## config.mk

```make
export PLATFORM = sky130hd
export DESIGN_NAME = adc_spi_transfer
export DESIGN_NICKNAME = d
export VERILOG_FILES = /design/src/rtl/adc_touch_pkg.sv /design/src/rtl/adc_dclk_gen.sv /design/src/rtl/adc_spi_transfer.sv
export SDC_FILE = /design/constraint.sdc
export NUM_CORES = 1
export LEC_CHECK = 0
export CAP_MARGIN = 20
export CORE_MARGIN = 2
export CORE_UTILIZATION = 30
export DETAILED_ROUTE_END_ITERATION = 10
export PLACE_DENSITY = 0.48
export SLEW_MARGIN = 25
export SYNTH_ARGS = -nofsm -noshare
export SYNTH_HDL_FRONTEND = slang
export SYNTH_HIERARCHICAL = 1
export SYNTH_SLANG_ARGS = --single-unit
export TNS_END_PERCENT = 20
```

## constraint.sdc

```tcl
create_clock -name CLK -period 4.7 [get_ports CLK]
set_clock_uncertainty 0.15 [all_clocks]
set_input_delay 0.94 -clock CLK [delete_from_list [all_inputs] [get_ports CLK]]
set_output_delay 0.94 -clock CLK [all_outputs]
set_load 0.03 [all_outputs]
```

## src/rtl/adc_touch_pkg.sv

```systemverilog
// Shared types and frame constants for the touch-panel ADC SPI transfer engine.
package adc_touch_pkg;

  typedef enum logic [1:0] {
    ST_IDLE = 2'd0,
    ST_X    = 2'd1,
    ST_Y    = 2'd2,
    ST_DONE = 2'd3
  } state_t;

  localparam int FRAME_LEN  = 24;
  localparam int CMD_BITS   = 8;
  localparam int DATA_FIRST = 9;
  localparam int DATA_LAST  = 20;
  localparam int RES_W      = 12;
  localparam int K_W        = 5;

  localparam int                  CLK_DIV_DEF = 25;
  localparam logic [CMD_BITS-1:0] CMD_X_DEF   = 8'h90;
  localparam logic [CMD_BITS-1:0] CMD_Y_DEF   = 8'hD0;

  // Mean of two conversions; the carry is kept so the halving never wraps.
  function automatic logic [RES_W-1:0] avg2(input logic [RES_W-1:0] a,
                                            input logic [RES_W-1:0] b);
    logic [RES_W:0] sum;
    sum = {1'b0, a} + {1'b0, b};
    return sum[RES_W:1];
  endfunction

endpackage

```

## src/rtl/adc_dclk_gen.sv

```systemverilog
// DCLK generator: prescaler, DCLK register and rise/fall strobes for the transfer engine.
module adc_dclk_gen #(
  parameter int CLK_DIV = 25
) (
  input  logic CLK,
  input  logic RST_n,
  input  logic en,
  input  logic clr,
  output logic dclk,
  output logic rise,
  output logic fall
);

  localparam int CW = $clog2(CLK_DIV);
  localparam logic [CW-1:0] CNT_MAX = CW'(CLK_DIV - 1);

  logic [CW-1:0] cnt_q, cnt_d;
  logic          dclk_q, dclk_d;
  logic          tick;

  // Strobes mark the cycle whose closing edge moves DCLK.
  assign tick = en && (cnt_q == CNT_MAX);
  assign rise = tick && !dclk_q;
  assign fall = tick && dclk_q;
  assign dclk = dclk_q;

  always_comb begin
    cnt_d  = cnt_q;
    dclk_d = dclk_q;
    if (clr || !en) begin
      cnt_d  = '0;
      dclk_d = 1'b0;
    end else if (tick) begin
      cnt_d  = '0;
      dclk_d = !dclk_q;
    end else begin
      cnt_d = cnt_q + 1'b1;
    end
  end

  always_ff @(posedge CLK or negedge RST_n) begin
    if (!RST_n) begin
      cnt_q  <= '0;
      dclk_q <= 1'b0;
    end else begin
      cnt_q  <= cnt_d;
      dclk_q <= dclk_d;
    end
  end

endmodule

```

## src/rtl/adc_spi_transfer.sv

```systemverilog
// Touch-panel ADC SPI transfer engine: X then Y frames, per-axis done flags, commit on FIN_TRANS.
// Defining ADC_AVG_EN converts each axis twice and holds the truncated mean.
module adc_spi_transfer
  import adc_touch_pkg::*;
#(
  parameter int                  CLK_DIV = CLK_DIV_DEF,
  parameter logic [CMD_BITS-1:0] CMD_X   = CMD_X_DEF,
  parameter logic [CMD_BITS-1:0] CMD_Y   = CMD_Y_DEF
) (
  input  logic              CLK,
  input  logic              RST_n,
  input  logic              ENA_TRANS,
  input  logic              FIN_TRANS,
  input  logic              ADC_DOUT,
  output logic              ADC_DCLK,
  output logic              ADC_DIN,
  output logic              ENABLE_1,
  output logic              ENABLE_2,
  output logic [RES_W-1:0]  X_COORD,
  output logic [RES_W-1:0]  Y_COORD,
  output logic              DATA_VALID
);

  localparam logic [K_W-1:0] K_LAST  = K_W'(FRAME_LEN - 1);
  localparam logic [K_W-1:0] K_FIRST = K_W'(DATA_FIRST);
  localparam logic [K_W-1:0] K_DLAST = K_W'(DATA_LAST);

  state_t              state_q, state_d;
  logic [K_W-1:0]      k_q, k_d;
  logic [CMD_BITS-1:0] cmd_q, cmd_d;
  logic [RES_W-1:0]    res_q, res_d;
  logic [RES_W-1:0]    x_hold_q, x_hold_d, y_hold_q, y_hold_d;
  logic [RES_W-1:0]    x_coord_q, x_coord_d, y_coord_q, y_coord_d;
  logic                en1_q, en1_d, en2_q, en2_d, dv_q, dv_d;
  logic                last_conv;
  logic [RES_W-1:0]    axis_res;
`ifdef ADC_AVG_EN
  logic                conv_q, conv_d;
  logic [RES_W-1:0]    r0_q, r0_d;
`endif

  logic active, clr, rise, fall;

  assign active = (state_q == ST_X) || (state_q == ST_Y);
  assign clr    = active && (state_d != ST_X) && (state_d != ST_Y);

  adc_dclk_gen #(.CLK_DIV(CLK_DIV)) u_dclk (
    .CLK  (CLK),
    .RST_n(RST_n),
    .en   (active),
    .clr  (clr),
    .dclk (ADC_DCLK),
    .rise (rise),
    .fall (fall)
  );

  always_comb begin
    state_d   = state_q;
    k_d       = k_q;
    cmd_d     = cmd_q;
    res_d     = res_q;
    x_hold_d  = x_hold_q;
    y_hold_d  = y_hold_q;
    x_coord_d = x_coord_q;
    y_coord_d = y_coord_q;
    en1_d     = en1_q;
    en2_d     = en2_q;
    dv_d      = 1'b0;
`ifdef ADC_AVG_EN
    conv_d    = conv_q;
    r0_d      = r0_q;
    last_conv = conv_q;
    axis_res  = avg2(r0_q, res_q);
`else
    last_conv = 1'b1;
    axis_res  = res_q;
`endif

    case (state_q)
      ST_IDLE: begin
        if (ENA_TRANS) begin
          state_d = ST_X;
          k_d     = '0;
          cmd_d   = CMD_X;
`ifdef ADC_AVG_EN
          conv_d  = 1'b0;
`endif
        end
      end
      ST_X, ST_Y: begin
        if (!ENA_TRANS && !FIN_TRANS) begin
          state_d = ST_IDLE;
          k_d     = '0;
          cmd_d   = '0;
          en1_d   = 1'b0;
          en2_d   = 1'b0;
        end else begin
          if (rise && (k_q >= K_FIRST) && (k_q <= K_DLAST))
            res_d = {res_q[RES_W-2:0], ADC_DOUT};
          if (fall) begin
            if (k_q == K_LAST) begin
              k_d = '0;
`ifdef ADC_AVG_EN
              conv_d = !conv_q;
              r0_d   = res_q;
`endif
              if (!last_conv) begin
                cmd_d = (state_q == ST_X) ? CMD_X : CMD_Y;
              end else if (state_q == ST_X) begin
                x_hold_d = axis_res;
                en1_d    = 1'b1;
                state_d  = ST_Y;
                cmd_d    = CMD_Y;
              end else begin
                y_hold_d = axis_res;
                en2_d    = 1'b1;
                state_d  = ST_DONE;
                cmd_d    = '0;
              end
            end else begin
              k_d   = k_q + 1'b1;
              cmd_d = {cmd_q[CMD_BITS-2:0], 1'b0};
            end
          end
        end
      end
      ST_DONE: begin
        // FIN_TRANS wins over a simultaneous ENA_TRANS drop.
        if (FIN_TRANS) begin
          x_coord_d = x_hold_q;
          y_coord_d = y_hold_q;
          dv_d      = 1'b1;
          en1_d     = 1'b0;
          en2_d     = 1'b0;
          state_d   = ST_IDLE;
        end else if (!ENA_TRANS) begin
          en1_d   = 1'b0;
          en2_d   = 1'b0;
          state_d = ST_IDLE;
        end
      end
      default: state_d = ST_IDLE;
    endcase
  end

  always_ff @(posedge CLK or negedge RST_n) begin
    if (!RST_n) begin
      state_q   <= ST_IDLE;
      k_q       <= '0;
      cmd_q     <= '0;
      res_q     <= '0;
      x_hold_q  <= '0;
      y_hold_q  <= '0;
      x_coord_q <= '0;
      y_coord_q <= '0;
      en1_q     <= 1'b0;
      en2_q     <= 1'b0;
      dv_q      <= 1'b0;
`ifdef ADC_AVG_EN
      conv_q    <= 1'b0;
      r0_q      <= '0;
`endif
    end else begin
      state_q   <= state_d;
      k_q       <= k_d;
      cmd_q     <= cmd_d;
      res_q     <= res_d;
      x_hold_q  <= x_hold_d;
      y_hold_q  <= y_hold_d;
      x_coord_q <= x_coord_d;
      y_coord_q <= y_coord_d;
      en1_q     <= en1_d;
      en2_q     <= en2_d;
      dv_q      <= dv_d;
`ifdef ADC_AVG_EN
      conv_q    <= conv_d;
      r0_q      <= r0_d;
`endif
    end
  end

  assign ADC_DIN    = cmd_q[CMD_BITS-1];
  assign ENABLE_1   = en1_q;
  assign ENABLE_2   = en2_q;
  assign X_COORD    = x_coord_q;
  assign Y_COORD    = y_coord_q;
  assign DATA_VALID = dv_q;

endmodule

```

* After elaboration in Yosys (flattened, before gate mapping) *
Cells that the tools add are included.

operators by class
  $lt $le $gt $ge = 2
  reduce and logical (&&, ||, !) cells = 26
  mux-type cells = 37
  bitwise operators = 2
  add/subtract/negate cells = 2
  equal/unequal tests = 13

operator list
  kind                 number
  $mux 8               5
  $mux 5               6
  $reduce_and 5->1     4
  $pmux 8 s2           1
  $mux 1               15
  $ne 3x3->1 const B   5
  $mux 2               6
  $add 5x1->5 const B  2
  $eq 5x5->1 const B   2
  $pmux 5 s2           1
  $logic_and 1x1->1    8
  $pmux 2 s3           1
  $reduce_and 3->1     2
  $reduce_bool 2->1    3
  $ge 5x4->1 const B   1
  $le 5x5->1 const B   1
  $eq 2x2->1 const B   2
  $logic_not 1->1      4
  $ne 2x2->1 const B   2
  $pmux 1 s2           2
  $eq 2x1->1 const B   1
  $logic_not 2->1      1
  $logic_or 1x1->1     2
  $ne 2x1->1 const B   1
  other kinds (3)      4

word-level totals
  bits of input ports = 5
  output and inout bits = 29
  logic and storage cells = 95
  register bits after elaboration = 84

* Depth between registers and ports, before layout *
Gate-level depths: netlist (run 1).

  word-level depth = 12
  gate-level depth with buffers = 11
  depth with buffers taken out = 11

* Modules after synthesis *
The synthesis (run 1) kept the hierarchy.

modules (own cells, without submodules)
  module            times used  cells each  seq. area each (µm²)  area an instance (µm²)
  adc_spi_transfer  1           234         1851.8                3135.5
  adc_dclk_gen      1           27          150.1                 299.0

* Worst setup path before layout (run 1) *
Ideal clock, no wire load.

  kind = input to register
  start = in ENA_TRANS
  end = reg u_dclk.cnt_q[2]
  data arrival time = 2.520 ns
  path buffers = 2
  data required time = 4.478 ns
  setup slack = 1.958 ns
  cell stages on the path = 9
  library setup time = 0.072 ns
  path through = clkbuf_2 -> o21ai_2 -> buf_2 -> nor2_1 -> mux2i_1 -> a311o_1 -> o21ai_0 -> or3b_4 -> nor2_1

between the ends
  longest elaborated chain between the ends = 9
  elaborated cells on any way between the ends = 13
  those cells by class = eq/ne: 2; mux: 6; reduce/logical: 5

ends and longest elaborated chain
  item                   RTL line                source
  start, declared        adc_spi_transfer.sv:12  input logic ENA_TRANS,
  $logic_not 1->1        n/a
  $logic_and 1x1->1      adc_spi_transfer.sv:91  if (!ENA_TRANS && !FIN_TRANS) begin
  $mux 2                 adc_spi_transfer.sv:91
  $pmux 2 s3 (*)         adc_spi_transfer.sv:79  case (state_q)
  $ne 2x1->1             adc_spi_transfer.sv:45  assign clr = active && (state_d != ST_X) && (state_d != ST_Y);
  $logic_and 1x1->1      adc_spi_transfer.sv:45
  $logic_and 1x1->1 (*)  adc_spi_transfer.sv:45
  via clr                adc_spi_transfer.sv:42  logic active, clr, rise, fall;
  $logic_or 1x1->1 (*)   adc_dclk_gen.sv:30      if (clr || !en) begin
  $mux 5 (*)             adc_dclk_gen.sv:30
  via u_dclk.cnt_d[2]    adc_dclk_gen.sv:17      logic [CW-1:0] cnt_q, cnt_d;
  end signal, assigned   adc_dclk_gen.sv:46      cnt_q <= cnt_d;
  end, declared          adc_dclk_gen.sv:17

The timed path passes the listed nets; every way through them passes the cells marked *.
A chain may end at the register's enable or synchronous reset.

* Worst setup path after layout (run 1) *
Ends and elaborated chain as after synthesis.

==> flow_summary.ini, run 1 <==
[power_and_ir_drop]
switching_share_pct = 27.3
leakage_nw = 2.05
pwr-share-clk_pct = 41.9
powerDensity_nw_per_um2 = 436
p_int_mw = 1.35
ir_drop_uv = 236
p_comb_share_pct = 16.4
seqPwrFrac_pct = 41.7
power.net_switching_mw = 0.508

[sta]
rsz0062_at_grt = no
clock.fmax_ghz = 0.312
finalHoldViolCount = 0
finalSetupTns_ns = 0
period_share_pct = 68.3
slew_headroom_pct = 51.3
tightest_slew_ns = 0.731
min_period_ns = 3.21
maxSlewViolCount = 0
finalSetupViolCount = 0

[grt]
grt.overflow.total = 0
grt_max_degree = 81
grt_first_pass_wirelength_um = 11200
grt_usage_pct = 11.4
grt_pass1_vias = 2150
antenna_found_initial = 0

[logic_synthesis]
synth_fp_nets = 274
synth_warnings = 6
synth-seq-cells = 80
synth-edff-count = 0
syn_area_per_cell_um2 = 13.2
synth_cell_types = 42
yosysSeqAreaShare_pct = 58.3
async_flop_share_pct = 100
synth_ff_type = dfrtp_1
syn_inst = 261
synthesis.area_um2 = 3430

[cells_and_area]
final_layout_size_suffix_gt1_share_pct = 29.5
diodes = 0
area_growth_pct = 24.2
fin_cells = 448
nets = 313

[critical_path]
required_ns = 4.81
crit_chain = clkdlybuf4s50_1 > o21ai_2 > nor3_1 > o21ai_0 > a311o_1 > o21ai_0 > or3b_4 > nor2_1
slowest_delay_ns = 0.55
start_kind = input port
r2r-end = u_dclk/cnt_q[2]
endpoint_kind = flop
r2r_setup_slack_ns = 1.90
worstPathMaxFanout = 14
cp_slowest_cell = clkdlybuf4s50_1
worstRegToRegCells = 10
path_common_cell = o21ai_0
path_class = in -> reg
arrival_ns = 3.32
timing.rr.start = state_q[1]

[placement]
port_buffers = 33
dpl.hpwl_um = 4170
place.gp.congestion = 0.790
placed_cells = 432

[min_path]
min_path_cells = 2
worstHoldStart = cmd_q[6]
hold_path.class = reg -> reg
min_to = cmd_q[6]

[detailed_routing]
routedWlPerCell_um = 14.5
dr_total_vias = 2093
drt_iter0_markers = 93
finalWirelength_um = 6480
drtPass1Iterations = 4
route.detailed.drc = 0
viasPerCell = 4.67
detail-route-antenna-nets = 0

[cts]
cts_root_buffer = clkbuf_16
cts_buffer_depth = 2
clk_latency_ns = 0.33
cts_buffers = 9
clk_pin_slew_ns = 0.06
htreeDepth = 3
post_cts_buffers = 0
cts_resized = 0
ctsHoldBuffers = 0
tritoncts = built
clock_sinks = 80

[job]
max-cap-violations = 0

[floorplanning]
pin_count = 34
die_h_um = 111
initial_utilization_pct = 30.5
core_region_area_um2 = 11300
fp.dieArea_um2 = 12300
fp-row-count = 39
fp.dieW_um = 111

[run_status]
status = finished clean
-- power by group through the flow --
stage / clock [mW] / sequential [mW] / combinational [mW]
final: 0.779 / 0.775 / 0.306
after global routing: 0.838 / 0.783 / 0.346
after CTS: 0.803 / 0.775 / 0.309
after detailed placement: 0 / 0.787 / 0.309
after global placement: 0 / 0.785 / 0.303
after floorplan: 0 / 0.792 / 0.210
-- layer usage --
metal / vias up / global-route usage (%) / share of wire (%)
met2: 47 / 16.9 / 44
met3: 8 / 4.43 / 5.7
met1: 1046 / 15.4 / 48
met5: - / 0 / 0
met4: 0 / 3.50 / 1.6
li1: 992 / - / -
-- registers in the layout (all words and copies together), names as in the netlist --
name,cells
X_COORD,12
Y_COORD,12
axis_res,12
x_hold_q,12
y_hold_q,12
k_q,5
u_dclk/cnt_q,5
cmd_q,4
state_q,2
DATA_VALID,1
ENABLE_1,1
ENABLE_2,1
u_dclk/dclk,1
-- synth_stat cells (2+ instances only) --
master	count	area [µm²]
dfrtp_1	80	2000
mux2_2	60	676
nand2_1	17	63.8
inv_1	14	52.6
nor2_1	12	45.0
o21ai_0	10	50.1
ha_1	8	100
a21oi_1	5	25.0
nand3_1	5	25.0
buf_2	3	15.0
clkbuf_1	3	11.3
nor2b_1	3	18.8
nor3_1	3	15.0
o41ai_1	3	26.3
a311o_1	2	20.0
nand3b_1	2	15.0
nor4_1	2	12.5
o221ai_1	2	17.5
o31ai_1	2	15.0
xnor2_1	2	17.5
xor2_1	2	17.5
-- placed cells by master (no fill, tap or decap), drive strengths merged, types with 3 or more instances in the layout --
cell type      netlist  layout
a21oi                5       5
buf                  4       4
clkbuf               4      11
clkdlybuf4s50        0      32
dfrtp               80      80
ha                   8       8
inv                 14      16
mux2                60      60
nand2               17      17
nand3                5       5
nor2                12      12
nor2b                3       3
nor3                 4       4
o21ai               11      11
o41ai                3       3
-- layout make-up --
| cell class | instances | area [µm²] |
|---|---|---|
| Fill cell | 1108 | 7010 |
| Inverter | 14 | 52.6 |
| Multi-Input combinational cell | 159 | 1340 |
| Timing Repair Buffer | 36 | 354 |
| Sequential cell | 80 | 2000 |
| Clock buffer | 11 | 253 |
| Tap cell | 143 | 179 |
| Clock inverter | 5 | 86.3 |
-- per-stage QoR --
step | setup WS [ns] | hold slack (ns) | instance area (µm²) | utilization (%) | power, mW
3_5_place_dp | 1.14 | 0.319 | 3920 | 34.8 | 1.10
2_1_floorplan | 1.96 | 0.295 | 3430 | - | 1.00
4_1_cts | 1.48 | 0.333 | 4260 | 37.8 | 1.89
5_1_grt | 1.29 | 0.370 | 4270 | 37.9 | 1.97
6_report | 1.49 | 0.330 | 4270 | 37.9 | 1.86
3_3_place_gp | 1.24 | 0.315 | 3920 | 34.8 | 1.09
-- worst max path at each step --
stage | start | end | depth (start not counted)
floorplan | ENA_TRANS | u_dclk/cnt_q[2] | 9
global placement | ENA_TRANS | u_dclk/cnt_q[4] | 8
detailed placement | ENA_TRANS | u_dclk/cnt_q[2] | 8
CTS | ENA_TRANS | u_dclk/cnt_q[2] | 8
global route | ENA_TRANS | u_dclk/cnt_q[3] | 8
finish | ENA_TRANS | u_dclk/cnt_q[2] | 8
-- critical path: cells and delay by family --
kind	cells	cell delay [ns]
AOI/OAI and AO/OA	4	1.14
and+or+nand+nor	3	0.69
buffers and inverters	1	0.55
-- cell families after synthesis --
family,after synthesis,share of synthesized area [%]
AOI/OAI and AO/OA,30,5.97
and+or+nand+nor,56,9.07
buffers and inverters,22,2.77
adders and majority gates,8,2.91
muxes,61,20.0
xor gates and xnor gates,4,1.02
DFF,80,58.3
No activity file was read; power rests on OpenSTA's default activity.
==> run 2: changes to the inputs <==
Settings changed: PLACE_DENSITY 0.48 to 0.5.
Clock period 4.7 ns to 2.8 ns, I/O delays scaled along.
==> run 2 against run 1 <==
Via count rose by 2.8%; critical path depth increased by 1; die area unchanged; non-clock buffer count increased by 10; power up 76%; worst setup slack got worse by 1.3 ns; final cell count increased by 2.2%; utilization is 1.1 points higher; the run now ends with hold timing left; design area is 2.8% higher.
==> flow_summary.ini, run 2 (synthesis gave the netlist of run 1 again) <==
[cts]
clk_latency_ns = 0.33
cts_buffers = 9
clock_sinks = 80
htreeDepth = 3
clk_pin_slew_ns = 0.06
cts_buffer_depth = 2
tritoncts = built
cts_root_buffer = clkbuf_16

[sta]
clock.fmax_ghz = 0.390
hold_ws_ns = -0.00157
slew_headroom_pct = 56.6
maxSlewViolCount = 0
tightest_slew_ns = 0.650
finalHoldViolCount = 2
finalSetupViolCount = 0
rsz0062_at_grt = no
finalSetupTns_ns = 0
period_share_pct = 91.5
min_period_ns = 2.56

[placement]
port_buffers = 33
place.gp.congestion = 0.839
placed_cells = 442
placed_area_um2 = 4020
dpl.hpwl_um = 4140

[job]
max-cap-violations = 0

[critical_path]
r2r_setup_slack_ns = 0.24
start_kind = flop
worstPathMaxFanout = 7
required_ns = 2.86
path_class = reg -> reg
endpoint_kind = flop
arrival_ns = 2.63

[grt]
grt_first_pass_wirelength_um = 11000
grt_pass1_vias = 2195
grt_max_degree = 53
antenna_found_initial = 0
grt.overflow.total = 0
grt_usage_pct = 11.2

[floorplanning]
pin_count = 34
fp-row-count = 39
core_region_area_um2 = 11300
die_h_um = 111
fp.dieW_um = 111
initial_utilization_pct = 30.5
fp.dieArea_um2 = 12300

[cells_and_area]
diodes = 0
area_growth_pct = 27.8
fin_cells = 458
nets = 323
design_area_um2 = 4390
mostFrequentLayoutCell = dfrtp_1
final_layout_size_suffix_gt1_share_pct = 31.1
final_cell_mix = dfrtp_1, mux2_2, clkdlybuf4s50_1, nand2_1, inv_1

[run_status]
violations = hold timing
status = complete, but fails checks

[detailed_routing]
finalWirelength_um = 6480
routedWlPerCell_um = 14.1
route.detailed.drc = 0
dr_total_vias = 2152
viasPerCell = 4.70
drtPass1Iterations = 4
detail-route-antenna-nets = 0
drt_iter0_markers = 107

[min_path]
hold_path.class = in -> async

[power_and_ir_drop]
total_power_mw = 3.27
ir_drop_uv = 324
powerDensity_nw_per_um2 = 746
leakage_nw = 2.11
[run 2: cell count changes in the layout (fill, tap and decap cells not counted), sizes merged]
cell    change
buf        +10
bufinv      +2
inv         -2
[run 2: final cells by class]
class                   instances  area [µm²]
repair buffers                 46         450
inverters                      14        52.6
flip-flops and latches         80        2000
well taps                     143         179
fillers                      1076        6880
clock buffers                  11         233
clock inverters                 5         129
multi-input cells             159        1340
[run 2: layer usage]
metal,routed length (µm),track usage (%),vias up
met5,0,0,-
met4,55,4.08,0
met3,268,3.50,4
met2,2890,15.7,46
met1,3260,16.1,1086
li1,-,-,1016
[run 2: power breakdown]
group	total (mW)	internal [mW]	switching, mW
combinational	0.568	0.239	0.328
clock	1.41	0.963	0.443
sequential	1.30	1.23	0.0706
total	3.27	2.43	0.842
[run 2: final timing paths]
check / startpoint / end / cells after the start
setup / recovery: u_dclk/cnt_q[0] / k_q[3] / 9
setup reg to reg: u_dclk/cnt_q[0] / k_q[3] / 9
hold / removal: RST_n / X_COORD[6] / 1
hold reg to reg: cmd_q[6] / cmd_q[6] / 2
min in group CLK: cmd_q[6] / cmd_q[6] / 2
max in group asynchronous: RST_n / k_q[3] / 2
[run 2: what timing repair did]
item / CTS / global route
resized for setup: 0 / 2
setup buffers: 0 / 0
setup endpoints to repair: 0 / 5
hold buffers: 0 / 0
[run 2: metrics by stage]
step / hold slack (ns) / setup WS [ns] / utilization [%]
after floorplan: 0.114 / 0.363 / -
after global placement: 0.315 / 0.0597 / 35.7
after detailed placement: 0.321 / 0.0526 / 35.7
after CTS: 0.00459 / 0.135 / 38.9
after global routing: 0.0252 / 0.0293 / 38.9
final: -0.00157 / 0.238 / 38.9
[run 2: critical path, cell delays in order, from the launching register on]
cell and delay (ns):
dfrtp_1 0.39, inv_1 0.06, ha_1 0.19, and4b_4 0.22
and3_2 0.23, inv_1 0.13, a21oi_1 0.08, o221ai_1 0.54
o21ai_0 0.23, a22o_1 0.23
==> run 3: changes to the inputs <==
Settings changed: SETUP_SLACK_MARGIN from default to 0.15, TNS_END_PERCENT 20 to default.
==> run 3 against run 2 <==
The flow still finishes with violations (hold timing); sequential cell count did not move; die area unchanged; design area up 1.2%; routed wire length is 0.73% higher; non-clock buffer count grew 4; hold slack improved by 0.00099 ns; critical path depth increased by 2; clock power hardly changed.
==> flow_summary.ini, run 3 (synthesis gave the netlist of run 1 again) <==
[grt]
antenna_found_initial = 0
grt_usage_pct = 11.2
grt_pass1_vias = 2191
grt_max_degree = 53
grt_first_pass_wirelength_um = 11100
grt.overflow.total = 0

[sta]
finalHoldViolCount = 1
clock.fmax_ghz = 0.398
rsz0062_at_grt = no
min_period_ns = 2.51
period_share_pct = 89.8
slew_headroom_pct = 73.8
tightest_slew_ns = 0.393
finalSetupViolCount = 0
maxSlewViolCount = 0
finalSetupTns_ns = 0
hold_ws_ns = -0.000575

[detailed_routing]
route.met3.wl_um = 295
dr_wl_met2_um = 2910
met1_length_um = 3250
finalWirelength_um = 6520
route.detailed.drc = 0
routedWlPerCell_um = 14.1
dr_total_vias = 2171
viasPerCell = 4.70
drtPass1Iterations = 4
drt_iter0_markers = 108
highest_layer = met4
detail-route-antenna-nets = 0

[job]
max-cap-violations = 0

[critical_path]
required_ns = 2.86
endpoint_kind = flop
arrival_ns = 2.57
start_kind = flop
worstPathMaxFanout = 4
path_class = reg -> reg

[cells_and_area]
regArea_um2 = 2000
diodes = 0
final_cell_mix = dfrtp_1, mux2_2, clkdlybuf4s50_1, nand2_1, buf_4
fillerInstances = 1069
area_growth_pct = 29.3
nets = 327
multi_input_area_um2 = 1370
design_area_um2 = 4440
mostFrequentLayoutCell = dfrtp_1
final_layout_size_suffix_gt1_share_pct = 32.9

[cts]
htreeDepth = 3
tritoncts = built
cts_buffers = 9
cts_buffer_depth = 2
clock_sinks = 80
cts_root_buffer = clkbuf_16
clk_latency_ns = 0.33
clk_pin_slew_ns = 0.06

[placement]
placed_area_um2 = 4020
dpl.hpwl_um = 4140
place.gp.congestion = 0.839
port_buffers = 33

[floorplanning]
die_h_um = 111
pin_count = 34
fp.dieW_um = 111
initial_utilization_pct = 30.5
fp-row-count = 39
fp.dieArea_um2 = 12300
core_region_area_um2 = 11300

[min_path]
hold_path.class = in -> async

[power_and_ir_drop]
powerDensity_nw_per_um2 = 747
leakage_nw = 2.15
ir_drop_uv = 325

[run_status]
violations = hold timing
status = complete, but fails checks
## run 3: changes by cell type in the layout (fill, tap and decap cells not counted), sizes merged
cell | previous run | this run
buf | 14 | 18
## run 3: where the power goes
part           internal [mW]  total, mW  switching (mW)
clock network          0.963       1.41           0.442
registers               1.23       1.29          0.0640
logic                  0.270      0.621           0.351
## run 3: layout make-up
class,instances,share of cell area (%)
clock buffer,11,5.24
clock inverter,5,2.90
inverter,14,1.18
multi-input combinational,159,30.8
sequential,80,45.1
tap,143,4.03
timing repair buffer,50,10.8
## run 3: final timing paths
kind | from | to | slack [ns] | depth (start not counted)
max reg2reg | u_dclk/cnt_q[1] | u_dclk/cnt_q[1] | 0.29 | 11
min in group CLK | cmd_q[6] | cmd_q[6] | 0.33 | 2
max | u_dclk/cnt_q[1] | u_dclk/cnt_q[1] | 0.29 | 11
max in group asynchronous | RST_n | k_q[3] | 1.89 | 2
min reg2reg | cmd_q[6] | cmd_q[6] | 0.33 | 2
min | RST_n | X_COORD[6] | -0.0006 | 1
## run 3: repair_timing
item                                    CTS  global route
resized for setup                         1             5
setup buffers                             0             4
endpoints found under the setup margin    1            10
hold buffers                              0             0
## run 3: layer usage
layer | up-vias | global-route usage [%]
li1 | 1023 | -
met1 | 1095 | 16.1
met2 | 47 | 15.7
met3 | 6 | 3.61
met4 | 0 | 4.17
met5 | - | 0
## run 3: critical path, cell delays in order (launching register included)
cell and delay, ns:
dfrtp_1 0.40, inv_1 0.07, ha_1 0.13, and4b_4 0.27, and3_2 0.22, inv_1 0.10, nor3_4 0.23, o21ai_2 0.09
a311o_1 0.32, o21ai_0 0.11, buf_4 0.16, and3b_1 0.16
## run 3: per-stage QoR
stage	utilization (%)	setup slack, ns	cells	power (mW)
final	39.4	0.287	462	3.32
after global routing	39.4	0.160	462	3.49
after CTS	38.9	0.172	458	3.32
after detailed placement	35.7	0.0526	442	1.89
after global placement	35.7	0.0597	442	1.88
after floorplan	-	0.363	261	1.68
